==> config.mk <==
export PLATFORM = sky130hd
export DESIGN_NAME = glb_dma_engine
export DESIGN_NICKNAME = d
export VERILOG_FILES = /design/src/rtl/glb_dma_pkg.sv /design/src/rtl/glb_dma_engine_fifo.sv /design/src/rtl/glb_dma_engine.sv
export SDC_FILE = /design/constraint.sdc
export NUM_CORES = 1
export LEC_CHECK = 0
export BUFFER_PORTS_ARGS = -buffer_cell sky130_fd_sc_hd__buf_2
export CAP_MARGIN = 40
export CORE_MARGIN = 10
export CORE_UTILIZATION = 60
export DETAILED_ROUTE_END_ITERATION = 16
export GPL_TIMING_DRIVEN = 0
export PLACE_DENSITY = 0.79
export SLEW_MARGIN = 20
export SYNTH_ARGS = -nofsm -noshare
export SYNTH_HDL_FRONTEND = slang
export SYNTH_SLANG_ARGS = --single-unit
==> constraint.sdc <==
create_clock -name core_clk -period 8.8 [get_ports core_clk]
set_input_delay 1.76 -clock core_clk [delete_from_list [all_inputs] [get_ports core_clk]]
set_output_delay 1.76 -clock core_clk [all_outputs]
set_load 0.1 [all_outputs]
==> src/rtl/glb_dma_pkg.sv <==
// Shared types and constants for the GLB DMA engine.
//   dma_state_e : engine FSM state encoding
//   DIR_*       : transfer direction encoding of the dir input
//   CH_*        : default GLB channel indices
//   sat_inc32   : saturating 32-bit increment for the optional statistics
package glb_dma_pkg;

    typedef enum logic [1:0] {IDLE, FWD, BWD, FINISH} dma_state_e;

    localparam logic DIR_FWD = 1'b0;
    localparam logic DIR_BWD = 1'b1;

    localparam int CH_IFMAP  = 0;
    localparam int CH_FILTER = 1;
    localparam int CH_BIAS   = 2;
    localparam int CH_PSUM   = 3;

    function automatic logic [31:0] sat_inc32(input logic [31:0] v);
        return (&v) ? v : v + 32'd1;
    endfunction

endpackage

==> src/rtl/glb_dma_engine_fifo.sv <==
// Synchronous staging FIFO with show-ahead read data.
//   push/wdata : write one entry (ignored when full)
//   pop/rdata  : rdata is the head entry; pop consumes it (ignored when empty)
//   count      : entries held, 0..DEPTH
//   full/empty : derived from (AW+1)-bit wrap pointers
// DEPTH must be a power of 2, >= 4. Reset is synchronous, active-high.
module sync_fifo #(
    parameter int DATA_WIDTH = 64,
    parameter int DEPTH      = 16
) (
    input  logic                       core_clk,
    input  logic                       reset,
    input  logic                       push,
    input  logic                       pop,
    input  logic [DATA_WIDTH-1:0]      wdata,
    output logic [DATA_WIDTH-1:0]      rdata,
    output logic [$clog2(DEPTH):0]     count,
    output logic                       full,
    output logic                       empty
);
    localparam int AW = $clog2(DEPTH);

    logic [DATA_WIDTH-1:0] mem [DEPTH];
    logic [AW:0]           wr_ptr, rd_ptr;
    logic                  do_push, do_pop;

    assign do_push = push && !full;
    assign do_pop  = pop && !empty;

    always_ff @(posedge core_clk) begin
        if (reset) begin
            wr_ptr <= '0;
            rd_ptr <= '0;
        end else begin
            if (do_push) wr_ptr <= wr_ptr + 1'b1;
            if (do_pop)  rd_ptr <= rd_ptr + 1'b1;
        end
    end

    // Storage needs no reset: the pointers define what is valid.
    always_ff @(posedge core_clk) begin
        if (do_push) mem[wr_ptr[AW-1:0]] <= wdata;
    end

    assign rdata = mem[rd_ptr[AW-1:0]];
    assign count = wr_ptr - rd_ptr;
    assign empty = (wr_ptr == rd_ptr);
    // Same slot, different lap: the writer is a full buffer ahead.
    assign full  = (wr_ptr[AW] != rd_ptr[AW]) && (wr_ptr[AW-1:0] == rd_ptr[AW-1:0]);

endmodule

==> src/rtl/glb_dma_engine.sv <==
// DRAM <-> GLB block DMA engine (single clock domain).
// Moves words_num words between DRAM and one of NUM_CH GLB banks through a
// credit-controlled staging FIFO, so DRAM stalls and GLB read latency never
// drop data.
//   control : start, dir, ch_sel, base_address, words_num -> busy, done,
//             done_ch (one-hot), cfg_err
//   forward : dram_rd_req / dram_rd_valid / dram_rd_data -> glb_w_en,
//             glb_waddr, glb_wdata (registered, one cycle after the FIFO pop)
//   backward: glb_r_en / glb_raddr / glb_rdata (1-cycle latency) ->
//             dram_w_en, dram_wdata, dram_w_ready handshake
// Optional: define GLB_DMA_STATS_EN to add last_cycles / last_stall outputs.
// Reset is synchronous, active-high.
module glb_dma_engine
    import glb_dma_pkg::*;
#(
    parameter int DATA_WIDTH = 64,
    parameter int ADDR_WIDTH = 20,
    parameter int NUM_CH     = 4,
    parameter int CH_W       = (NUM_CH > 1) ? $clog2(NUM_CH) : 1,
    parameter int FIFO_DEPTH = 16
) (
    input  logic                  core_clk,
    input  logic                  reset,
    input  logic                  start,
    input  logic                  dir,
    input  logic [CH_W-1:0]       ch_sel,
    input  logic [ADDR_WIDTH-1:0] base_address,
    input  logic [ADDR_WIDTH-1:0] words_num,
    output logic                  busy,
    output logic                  done,
    output logic [NUM_CH-1:0]     done_ch,
    output logic                  cfg_err,
    output logic                  dram_rd_req,
    input  logic                  dram_rd_valid,
    input  logic [DATA_WIDTH-1:0] dram_rd_data,
    output logic [NUM_CH-1:0]     glb_w_en,
    output logic [ADDR_WIDTH-1:0] glb_waddr,
    output logic [DATA_WIDTH-1:0] glb_wdata,
    output logic                  glb_r_en,
    output logic [ADDR_WIDTH-1:0] glb_raddr,
    input  logic [DATA_WIDTH-1:0] glb_rdata,
    output logic                  dram_w_en,
    output logic [DATA_WIDTH-1:0] dram_wdata,
    input  logic                  dram_w_ready
`ifdef GLB_DMA_STATS_EN
    ,
    output logic [31:0]           last_cycles,
    output logic [31:0]           last_stall
`endif
);
    localparam int CNT_W  = $clog2(FIFO_DEPTH) + 1;
    localparam int RD_LAT = 1;   // GLB read data latency in cycles

    typedef struct packed {
        logic [CH_W-1:0]       ch;
        logic [ADDR_WIDTH-1:0] base;
        logic [ADDR_WIDTH-1:0] words;
    } dma_cfg_t;

    function automatic logic [NUM_CH-1:0] ch_onehot(input logic [CH_W-1:0] ch);
        return NUM_CH'(1) << ch;
    endfunction

    dma_state_e            state;
    dma_cfg_t              cfg;
    logic [ADDR_WIDTH-1:0] req_cnt, ret_cnt;
    logic [CNT_W-1:0]      outstanding;
    logic [RD_LAT:0]       vld_pipe;

    logic                  fifo_push, fifo_pop, fifo_full, fifo_empty;
    logic [DATA_WIDTH-1:0] fifo_wdata, fifo_rdata;
    logic [CNT_W-1:0]      fifo_count;

    logic                  active, ch_ok, accept, more_req, credit_ok, issue;
    logic                  fwd_pop, bwd_pop, last_word;
    logic [CNT_W:0]        inflight;

    assign active   = (state == FWD) || (state == BWD);
    assign ch_ok    = int'(ch_sel) < NUM_CH;
    assign accept   = (state == IDLE) && start && ch_ok;
    assign more_req = req_cnt < cfg.words;
    // Every issued word owns a FIFO slot from request until pop, so the
    // FIFO can never be pushed while full.
    assign inflight  = {1'b0, outstanding} + {1'b0, fifo_count};
    assign credit_ok = (inflight < (CNT_W+1)'(FIFO_DEPTH)) && !fifo_full;
    assign issue     = active && more_req && credit_ok;

    assign dram_rd_req = issue && (state == FWD);
    assign glb_r_en    = issue && (state == BWD);
    assign glb_raddr   = glb_r_en ? cfg.base + req_cnt : '0;

    // GLB read returns track the strobe through a fixed-latency valid pipe.
    assign vld_pipe[0] = glb_r_en;
    always_ff @(posedge core_clk) begin
        if (reset) vld_pipe[RD_LAT:1] <= '0;
        else       vld_pipe[RD_LAT:1] <= vld_pipe[RD_LAT-1:0];
    end

    // DRAM returns outside FWD (e.g. stragglers after an abort) are dropped.
    assign fifo_push  = ((state == FWD) && dram_rd_valid) ||
                        ((state == BWD) && vld_pipe[RD_LAT]);
    assign fifo_wdata = (state == BWD) ? glb_rdata : dram_rd_data;

    assign fwd_pop    = (state == FWD) && !fifo_empty;
    assign dram_w_en  = (state == BWD) && !fifo_empty;
    assign dram_wdata = dram_w_en ? fifo_rdata : '0;
    assign bwd_pop    = dram_w_en && dram_w_ready;
    assign fifo_pop   = fwd_pop || bwd_pop;

    assign last_word  = (ret_cnt == cfg.words) && fifo_empty;

    sync_fifo #(
        .DATA_WIDTH (DATA_WIDTH),
        .DEPTH      (FIFO_DEPTH)
    ) u_fifo (
        .core_clk (core_clk),
        .reset    (reset),
        .push     (fifo_push),
        .pop      (fifo_pop),
        .wdata    (fifo_wdata),
        .rdata    (fifo_rdata),
        .count    (fifo_count),
        .full     (fifo_full),
        .empty    (fifo_empty)
    );

    always_ff @(posedge core_clk) begin
        if (reset) begin
            state       <= IDLE;
            cfg         <= '0;
            req_cnt     <= '0;
            ret_cnt     <= '0;
            outstanding <= '0;
            busy        <= 1'b0;
            done        <= 1'b0;
            done_ch     <= '0;
            cfg_err     <= 1'b0;
            glb_w_en    <= '0;
            glb_waddr   <= '0;
            glb_wdata   <= '0;
        end else begin
            done     <= 1'b0;
            done_ch  <= '0;
            cfg_err  <= 1'b0;
            glb_w_en <= '0;
            case (state)
                IDLE: begin
                    if (start && !ch_ok) begin
                        cfg_err <= 1'b1;
                    end else if (accept) begin
                        cfg.ch      <= ch_sel;
                        cfg.base    <= base_address;
                        cfg.words   <= words_num;
                        req_cnt     <= '0;
                        ret_cnt     <= '0;
                        outstanding <= '0;
                        busy        <= 1'b1;
                        if (words_num == '0) begin
                            state   <= FINISH;
                            done    <= 1'b1;
                            done_ch <= ch_onehot(ch_sel);
                        end else begin
                            state <= (dir == DIR_FWD) ? FWD : BWD;
                        end
                    end
                end
                FWD, BWD: begin
                    if (issue)    req_cnt <= req_cnt + 1'b1;
                    if (fifo_pop) ret_cnt <= ret_cnt + 1'b1;
                    outstanding <= outstanding + CNT_W'(issue) - CNT_W'(fifo_push);
                    if (fwd_pop) begin
                        glb_w_en  <= ch_onehot(cfg.ch);
                        glb_waddr <= cfg.base + ret_cnt;
                        glb_wdata <= fifo_rdata;
                    end
                    if (last_word) begin
                        state   <= FINISH;
                        done    <= 1'b1;
                        done_ch <= ch_onehot(cfg.ch);
                    end
                end
                FINISH: begin
                    state <= IDLE;
                    busy  <= 1'b0;
                end
                default: state <= IDLE;
            endcase
        end
    end

`ifdef GLB_DMA_STATS_EN
    // run_cnt holds the cycle count the done edge would report, so the
    // latch at the FINISH transition needs no extra adder.
    logic [31:0] run_cnt, stall_cnt;
    logic        stall;

    assign stall = active && ((more_req && !credit_ok) ||
                              ((state == BWD) && !fifo_empty && !dram_w_ready));

    always_ff @(posedge core_clk) begin
        if (reset) begin
            run_cnt     <= '0;
            stall_cnt   <= '0;
            last_cycles <= '0;
            last_stall  <= '0;
        end else if (accept) begin
            run_cnt   <= 32'd1;
            stall_cnt <= '0;
            if (words_num == '0) begin
                last_cycles <= 32'd1;
                last_stall  <= '0;
            end
        end else if (active) begin
            run_cnt <= sat_inc32(run_cnt);
            if (stall) stall_cnt <= sat_inc32(stall_cnt);
            if (last_word) begin
                last_cycles <= run_cnt;
                last_stall  <= stall_cnt;
            end
        end
    end
`endif

endmodule

; ---- After elaboration in Yosys (flattened, before gate mapping)
; Memory sizes are Yosys's and may differ from the RTL's. A register that Yosys moved wholly into a read port is not among the register bits.
; Cells that the tools add are included.
[word_totals]
ff_bits = 194
ramBits = 1024
in_bits = 176
output_inout_bits = 182
wordCells = 106
mem_count = 1
[mem_list]
columns = name, words, word_bits, rd, rd_clocked_by_memory_dff, wr, line_no
row1 = u_fifo.mem, 16, 64, 1, 1, 1, glb_dma_engine_fifo.sv:23  ; logic [DATA_WIDTH-1:0] mem [DEPTH];
[op_classes]
add_sub_neg = 10
n_lt_le_gt_ge = 2
n_eq_ne = 11
shift = 2
mux = 29
n_bitwise = 2
reduce_logical = 33
[op_table]
columns = operator, count
row1 = two-way mux 64 bit, 2
row2 = two-way mux 20 bit, 4
row3 = one-hot mux 20 bit (2 select lines), 2
row4 = adder 20 x 1 -> 20 bit (second input constant), 2
row5 = adder 20 bit, 2
row6 = == test 20 bit, 1
row7 = zero test 20 bit, 1
row8 = less-than comparator 20 bit, 1
row9 = two-way mux 4 bit, 5
row10 = logical AND 1 bit, 15
row11 = adder 5 x 1 -> 5 bit (second input constant), 2
row12 = one-hot mux 5 bit (2 select lines), 1
row13 = AND reduction 2 bit, 5
row14 = two-way mux 2 bit, 4
row15 = one-hot mux 4 bit (2 select lines), 1
row16 = << shifter 1 x 2 -> 4 bit (first input constant), 2
row17 = adder 5 x 5 -> 6 bit, 1
row18 = less-than comparator 6 x 5 -> 1 bit (second input constant), 1
row19 = two-way mux 1 bit, 6
row20 = != test 2 bit (second input constant), 3
row21 = one-hot mux 2 bit (3 select lines), 1
row22 = AND reduction 3 bit, 2
row23 = adder 5 x 1 -> 5 bit, 1
row24 = == test 5 bit, 1
row25 = 16 further kinds, 23

; ---- Logic depth before layout (Yosys ltp)
; Gate-level depths: netlist of run 1.
[logic_depth]
word_depth = 8
mapped_depth = 28
mapped_depth_nobuf = 26

; ---- Modules after synthesis
; Synthesis of run 1 repeated with hierarchy kept, for this count alone.
[unflattened]
cells_unflattened = 3052
hier_area_um2 = 49974.2
[by_module_without_submodules]
columns = mod, n_inst, cells_each, area_each_um2, seq_area_each_um2
row1 = sync_fifo, 1, 1666, 39041.2, 31029.8
row2 = glb_dma_engine, 1, 1386, 10933.0, 3683.5

; ---- Least setup slack after synthesis of run 1
; Ideal clock, no wire load.
[synth_path]
kind = input-to-reg
startpoint = input port dram_rd_valid
endpoint = memory u_fifo.mem[3][0] (enable)
setup_ns = 0.565
arrival_time_ns = 6.656
required_time_ns = 8.235
setup_slack_ns = 1.580
cell_stages = 5
path_buffers = 1
cell_sequence = a22o_1 and2_1 buf_2 nand2_1 nor3_1
[synth_via]
elab_chain_cells = 5
[synth_lines]
columns = item, line_no
row1 = start: declaration, glb_dma_engine.sv:34  ; input logic dram_rd_valid,
row2 = logical AND 1 bit, glb_dma_engine.sv:100  ; assign fifo_push = ((state == FWD) && dram_rd_valid) ||
row3 = logical OR 1 bit, glb_dma_engine.sv:100
row4 = logical AND 1 bit, glb_dma_engine_fifo.sv:27  ; assign do_push = push && !full;
row5 = two-way mux 1 bit, glb_dma_engine_fifo.sv:42  ; if (do_push) mem[wr_ptr[AW-1:0]] <= wdata;
row6 = two-way mux 1 bit (implied by the code), glb_dma_engine_fifo.sv:42
row7 = end: declaration, glb_dma_engine_fifo.sv:23
; No other way between the ends.

; ---- Final worst setup path of run 1
[layout_path]
startpoint = register u_fifo.wr_ptr[0]
endpoint = output port glb_raddr[11]
[layout_via]
elab_chain_cells = 7
[layout_lines]
columns = item, line_no
row1 = start: declaration, glb_dma_engine_fifo.sv:24  ; logic [AW:0] wr_ptr, rd_ptr;
row2 = start signal: assignment, glb_dma_engine_fifo.sv:35  ; if (do_push) wr_ptr <= wr_ptr + 1'b1;
row3 = subtractor 5 bit or == test 4 bit (tied branches), "glb_dma_engine_fifo.sv:46, glb_dma_engine_fifo.sv:49"
row4 = adder 5 x 5 -> 6 bit or logical AND 1 bit (tied branches), "glb_dma_engine.sv:84, glb_dma_engine_fifo.sv:49"
row5 = less-than comparator 6 x 5 -> 1 bit or zero test 1 bit (tied branches), glb_dma_engine.sv:85  ; assign credit_ok = (inflight < (CNT_W+1)'(FIFO_DEPTH)) && !fifo_full;
row6 = logical AND 1 bit *, glb_dma_engine.sv:85
row7 = logical AND 1 bit *, glb_dma_engine.sv:86  ; assign issue = active && more_req && credit_ok;
row8 = logical AND 1 bit *, glb_dma_engine.sv:89  ; assign glb_r_en = issue && (state == BWD);
row9 = two-way mux 20 bit *, glb_dma_engine.sv:90  ; assign glb_raddr = glb_r_en ? cfg.base + req_cnt : '0;
row10 = end: declaration, glb_dma_engine.sv:40  ; output logic [ADDR_WIDTH-1:0] glb_raddr,
; Mark *: on every way between the ends. The rest lies on a longest branch, timed or not.

==> metrics.md, run 1 <==
| Metric | Value |
|---|---|
| Antenna Nets Post-Route | `0` |
| Max VDD drop | `174 uV` |
| WS Path Type | `reg2out` |
| Tmin final | `6.56 ns` |
| Clock latency on the worst-skew pair | `0.71 ns` |
| CP bufs+invs | `6` |
| Site Rows | `106` |
| Synthesized instance count | `2907` |
| Hold path endpoint | `glb_wdata[59]$_SDFFE_PP0P_` |
| Post-CTS setup buffers | `0` |
| Number of enable flip-flop cells after synthesis | `1024` |
| Arrival time at the worst endpoint | `4.80 ns` |
| Io pins | `358` |
| Synth area leader | `edfxtp_1` |
| Placed Area | `0.0551 mm^2` |
| Crit path cell chain | `inv_1 > ha_1 > inv_1 > fa_1 > a21o_1 > a21oi_1 > xnor2_1 > ha_1 > nor4_1 > nand2_1 > a21oi_1 > and3_1 > and3_1 > buf_4 > nand2_1 > buf_2 > buf_6 > nor2_1 > buf_2` |
| Worst slew pin tran | `0.947 ns` |
| FF+latch area | `0.0347 mm^2` |
| Hold Buf Count CTS | `0` |
| Global-route wire length before repair | `225000 um` |
| Syn avg cell area | `17.3 um^2` |
| Leakage | `20.4 nW` |
| Layout cell share with drive strength beyond 1 | `31.3%` |
| DRT Pass-1 Iters | `5` |
| Ranking of synthesized cells by area | `edfxtp_1 61%, mux4_2 14%, dfxtp_1 7.9%` |
| Starting DRT DRC Count | `4386` |
| Worst stage delay on the critical path | `0.44 ns` |
| Top-count cell post-synth | `edfxtp_1` |
| Peak Freq | `153 MHz` |
| Path depth of the worst reg2reg path | `28` |
| Required @ worst endpoint | `7.04 ns` |
| H-tree depth | `3` |
| Layout fillers | `4872` |
| Pin count of the biggest net entering global routing | `20` |
| Flops & latches, synth | `1222` |
| Reg-to-Reg Start | `u_fifo.wr_ptr[0]$_SDFFE_PP0P_` |
| Post-DP HPWL | `99700 um` |
| Worst-path clk slew | `0.06 ns` |
| Mapped Area | `0.0502 mm^2` |
| Global-route usage over all layers | `32.5%` |
| Vias per cell | `6.85` |
| # port buffers | `356` |
| CP max stage cell | `fa_1` |
| Final worst path period share | `74.5%` |
| Endpoints failing hold | `0` |
| Die height | `309 um` |
| Fin. max-slew vios | `0` |
| Worst min path class | `reg2reg` |
| Top_reg_cell synth | `edfxtp_1` |
| Hold depth | `2` |
| RSZ-0062 raised after global routing | `false` |
| Number of max-cap violations | `0` |
| Routed len/inst | `33.3 um` |
| CP startpoint kind | `flop` |
| Post-synth top cells | `1024 x edfxtp_1, 320 x mux4_2, 281 x nand2_1` |
| DR DRC count | `0` |
| Final Util | `71.2%` |
| Post-placement cell count | `4445` |
| CTS sink count | `1222` |
| Non-Filler Instances | `4680` |
| Cts repair resizes | `0` |
| Post-Syn Nets | `3170` |
| Area of the multi-input gates | `0.0146 mm^2` |
| Final hold slack | `0.454 ns` |
| Synth cell types | `69` |
| Synthesis-to-layout area growth | `18.2%` |
| Vias in the first global route | `32.6k` |
| Reg-to-reg critical path endpoint | `outstanding[4]$_SDFFE_PP0P_` |
| GR Overflow Total | `0` |
| Ys async rst share | `0%` |
| Yosys synthesis warning count | `0` |
| CTS buffer count | `115` |
| Crit-path max FO | `10` |
| Aggregate routed wire length | `156000 um` |
| Status | `completed` |
| Family with the most delay on the worst path | `buffers and inverters` |
| Worst setup EP type | `primary output` |
| Final #Nets | `3757` |
| Starting Density | `60.3%` |
| CTS tree | `done` |
| Die ar. | `0.0956 mm^2` |
| Pwr dens | `239 mW/mm^2` |
| Share of the yosys chip area belonging to registers | `69.2%` |
| Max-slew headroom | `36.9%` |
| Final setup vio count | `0` |
| Clock skew | `0.0700 ns` |
| Reg2reg setup slack | `3.50 ns` |
| CORE AREA | `0.0833 mm^2` |
| Top cell type's share of synthesized area | `61.3%` |
| Worst hold start | `glb_wdata[59]$_SDFFE_PP0P_` |
| Clk buf depth | `3` |
| Antenna violations before repair | `5` |
| Die width | `309 um` |
| Final instance area | `0.0593 mm^2` |
| Via Count | `32.0k` |
| Clock root buffer | `clkbuf_16` |
| RePlAce Congestion | `0.955` |
## worst register-to-register path: cells and delay by family, from the launching register on
kind / cells / cell delay [ns]
adders and majority gates: 6 / 1.76
buffers and inverters: 8 / 0.85
AOI/OAI and AO/OA: 7 / 1.07
xor gates and xnor gates: 2 / 0.30
and+or+nand+nor: 5 / 0.85
DFF: 1 / 0.38
## cell type report
class / count / area share (%)
Clock inverter: 80 / 1.59
Antenna cell: 3 / 0.0127
Inverter: 55 / 0.348
Buffer: 156 / 1.39
Multi-Input combinational cell: 1474 / 24.6
Clock buffer: 140 / 5.23
Sequential cell: 1222 / 58.5
Tap cell: 1080 / 2.28
Timing Repair Buffer: 470 / 6.05
## report_power, final
part	leakage (nW)	internal [W]	switching [W]	total [W]
logic	7.63	0.000641	0.00150	0.00214
registers	10.8	0.00666	0.0000839	0.00674
clock network	1.95	0.00303	0.00228	0.00531
total	20.4	0.0103	0.00387	0.0142
## state kept, by name, indices dropped and copies added, names as in the netlist, named ones only
| register | flops |
|---|---|
| done | 1 |
| cfg | 42 |
| done_ch | 4 |
| req_cnt | 20 |
| u_fifo.rd_ptr | 5 |
| glb_waddr | 20 |
| state | 2 |
| busy | 1 |
| outstanding | 5 |
| glb_wdata | 64 |
| u_fifo.mem | 1024 |
| u_fifo.wr_ptr | 5 |
| vld_pipe | 1 |
| glb_w_en | 4 |
| ret_cnt | 20 |
## logic make-up after synthesis
group / Yosys count / synth area share (%)
flops: 1222 / 69.2
other cells: 1 / 0.00747
fa+ha+maj: 87 / 2.23
xor+xnor: 72 / 1.26
buf+inv: 211 / 2.04
mux: 386 / 15.8
simple gates: 611 / 5.69
compound gates: 317 / 3.78
## layout by cell type, fill, tap and decap left out, drive strengths merged, types with 42 or more instances in the layout
cell type and count:
nor2 96, dfxtp 198, clkinv 44, and3 83
mux2 65, xor2 42, clkbuf 243, a21oi 168
mux4 320, nand2 281, o21ai 52, edfxtp 1024
ha 83, inv 58, buf 522
## worst max path at each step
stage | depth (start not counted) | to | startpoint | slack, ns
after global placement | 6 | u_fifo.mem[2][33]$_DFFE_PP_ | dram_rd_valid | -4.02
after detailed placement | 19 | glb_raddr[11] | u_fifo.wr_ptr[0]$_SDFFE_PP0P_ | 3.04
after CTS | 19 | glb_raddr[11] | u_fifo.wr_ptr[0]$_SDFFE_PP0P_ | 2.25
final | 19 | glb_raddr[11] | u_fifo.wr_ptr[0]$_SDFFE_PP0P_ | 2.24
after floorplan | 5 | u_fifo.mem[3][0]$_DFFE_PP_ | dram_rd_valid | 1.58
after global routing | 18 | glb_raddr[17] | u_fifo.wr_ptr[0]$_SDFFE_PP0P_ | 2.01
## stage by stage
stage | TNS, ns | setup slack, ns | power (W)
final | 0 | 2.24 | 0.0142
after global placement | -1230.75 | -4.02 | 0.00881
after detailed placement | 0 | 3.04 | 0.00894
after floorplan | 0 | 1.58 | 0.00819
after CTS | 0 | 2.25 | 0.0142
after global routing | 0 | 2.01 | 0.0145
## layer usage
layer | track usage [%] | wire, um
met2 | 55.0 | 78500
met3 | 6.56 | 16700
met5 | 0 | 36
met4 | 15.8 | 8120
met1 | 40.1 | 52600
(Power assumes the default switching activity.)
==> run 2: changes to the inputs <==
Clock period 8.8 ns to 6.2 ns, I/O delays scaled along.
==> metrics.md, run 2 (synthesized netlist as in run 1, its figures left out) <==
| Metric | Value |
|---|---|
| Antenna Nets Post-Route | `0 (unchanged)` |
| Final worst slack | `0.259 ns (-1.98 ns)` |
| Layout fillers | `4855 (-0.35%)` |
| CORE AREA | `0.0833 mm^2 (unchanged)` |
| Vias per cell | `6.84 (-0.14%)` |
| RePlAce Congestion | `0.948 (-0.70%)` |
| Worst min path class | `reg2reg` |
| # port buffers | `356 (unchanged)` |
| Clk buf depth | `3 (unchanged)` |
| Starting DRT DRC Count | `4451 (+1.5%)` |
| Clock latency on the worst-skew pair | `0.72 ns (about the same)` |
| Aggregate routed wire length | `154000 um (-1.0%)` |
| Power, Total | `0.0199 W (+40%)` |
| Clock skew | `0.0449 ns (-0.0251 ns)` |
| Post-DP HPWL | `97000 um (-2.7%)` |
| Global-route usage over all layers | `32.2% (-0.39 points)` |
| Die width | `309 um (unchanged)` |
| Final worst path period share | `95.8%` |
| DRT Pass-1 Iters | `12 (+7)` |
| CP startpoint kind | `flop` |
| Worst slew pin tran | `0.938 ns (-0.00931 ns)` |
| Endpoints failing hold | `0 (unchanged)` |
| Die height | `309 um (unchanged)` |
| Hold Buf Count CTS | `0 (unchanged)` |
| Post-placement cell count | `4425 (-0.45%)` |
| Commonest cells after routing, fill and taps aside | `1024 x edfxtp_1, 354 x buf_2, 320 x mux4_2, 281 x nand2_1, 198 x dfxtp_1` |
| GR Overflow Total | `0 (unchanged)` |
| CTS sink count | `1222 (unchanged)` |
| Max VDD drop | `258 uV (+49%)` |
| Tmin final | `5.94 ns` |
| Clock root buffer | `clkbuf_16` |
| Max-slew headroom | `37.5% (+0.62 points)` |
| Status | `completed` |
| H-tree depth | `3 (unchanged)` |
| CTS buffer count | `117 (+1.7%)` |
| Synthesis-to-layout area growth | `18.0%` |
| Max reg flops | `1024 (unchanged)` |
| Crit-path max FO | `10 (unchanged)` |
| Required @ worst endpoint | `4.96 ns (-2.08 ns)` |
| WS Path Type | `reg2out` |
| Most common cell after layout, fill and taps aside | `edfxtp_1` |
| Die ar. | `0.0956 mm^2 (unchanged)` |
| Final #Nets | `3738 (-0.51%)` |
| CTS tree | `done` |
| Io pins | `358 (unchanged)` |
| Leakage | `20.3 nW (-0.58%)` |
| Starting Density | `60.3% (unchanged)` |
| Non-Filler Instances | `4664 (-0.34%)` |
| Arrival time at the worst endpoint | `4.70 ns (-0.10 ns)` |
| Post-CTS setup buffers | `0 (unchanged)` |
| Worst-path clk slew | `0.07 ns (about the same)` |
| Vias in the first global route | `32.5k (-0.15%)` |
| DR DRC count | `0 (unchanged)` |
| Antenna violations before repair | `3 (-2)` |
| Via Count | `31.9k (-0.48%)` |
| Number of max-cap violations | `0 (unchanged)` |
| Layout cell share with drive strength beyond 1 | `30.5% (-0.76 points)` |
| Fin. max-slew vios | `0 (unchanged)` |
| Pre-CTS setup slack | `0.988 ns (-2.06 ns)` |
| Pin count of the biggest net entering global routing | `19 (-5.0%)` |
| Pwr dens | `337 mW/mm^2 (+41%)` |
| Routed len/inst | `33.1 um (-0.68%)` |
| Worst setup EP type | `primary output` |
| Peak Freq | `168 MHz` |
| Final setup vio count | `0 (unchanged)` |
| Setup_tns | `0 ns (unchanged)` |
| Site Rows | `106 (unchanged)` |
| RSZ-0062 raised after global routing | `false` |
| Cts repair resizes | `0 (unchanged)` |
| Global-route wire length before repair | `222000 um (-1.3%)` |
==> run 2: cell count changes in the layout (fill, tap and decap cells not counted), moves of 5 or more <==
cell,before,now
clkbuf_16,117,122
buf_2,363,354
bufinv_16,17,9
clkbuf_1,112,125
clkinvlp_4,12,4
buf_6,57,46
clkbuf_4,0,10
buf_4,34,3
clkbuf_2,5,10
buf_8,7,27
==> run 2: area by class of cell <==
type | instances | area, um^2 | share of cell area (%)
Inverter | 55 | 206 | 0.349
Sequential cell | 1222 | 34700 | 58.6
Clock inverter | 56 | 582 | 0.983
Multi-Input combinational cell | 1474 | 14600 | 24.7
Buffer | 156 | 823 | 1.39
Antenna cell | 6 | 15.0 | 0.0254
Timing Repair Buffer | 449 | 3560 | 6.02
Clock buffer | 166 | 3350 | 5.66
Tap cell | 1080 | 1350 | 2.28
==> run 2: worst paths after layout <==
check / from / to / cells after the start / slack [ns]
setup / recovery: u_fifo.wr_ptr[0]$_SDFFE_PP0P_ / glb_raddr[7] / 18 / 0.26
hold / removal: glb_wdata[49]$_SDFFE_PP0P_ / glb_wdata[49]$_SDFFE_PP0P_ / 2 / 0.45
setup reg to reg: u_fifo.wr_ptr[0]$_SDFFE_PP0P_ / outstanding[4]$_SDFFE_PP0P_ / 28 / 0.89
hold reg to reg: glb_wdata[49]$_SDFFE_PP0P_ / glb_wdata[49]$_SDFFE_PP0P_ / 2 / 0.45
==> run 2: power breakdown <==
group / internal, W / switching, W / total [W] / leakage, nW
registers: 0.00945 / 0.000125 / 0.00958 / 10.8
clock network: 0.00415 / 0.00319 / 0.00734 / 1.94
logic: 0.000906 / 0.00210 / 0.00301 / 7.53
==> run 2: critical path, cell delays in order (launching register included) <==
cell and delay [ns]:
dfxtp_1 0.39, inv_1 0.16, ha_1 0.16, inv_1 0.06
fa_1 0.41, a21o_1 0.17, a21oi_1 0.18, xnor2_1 0.16
ha_1 0.26, nor4_1 0.29, nand2_1 0.09, a21oi_1 0.14
and3_1 0.25, and3_1 0.18, buf_4 0.16, nand2_1 0.08
buf_2 0.22, nor3_1 0.21, buf_2 0.46
==> run 2: metrics by stage <==
stage | utilization [%] | hold WS [ns] | area, um^2
6_report | 71.1 | 0.454 | 59200
5_1_grt | 71.1 | 0.482 | 59200
4_1_cts | 70.9 | 0.456 | 59100
3_5_place_dp | 66.2 | 0.448 | 55100
3_3_place_gp | 64.1 | 0.442 | 53400
2_1_floorplan | - | 0.445 | 50200
==> run 2: routing by layer <==
layer	vias up	GRT usage, %	routed length [um]
met5	-	0	0
met4	0	16.1	8860
met3	609	7.42	17500
met2	2773	54.0	77200
met1	15900	39.1	50800
li1	12600	-	-
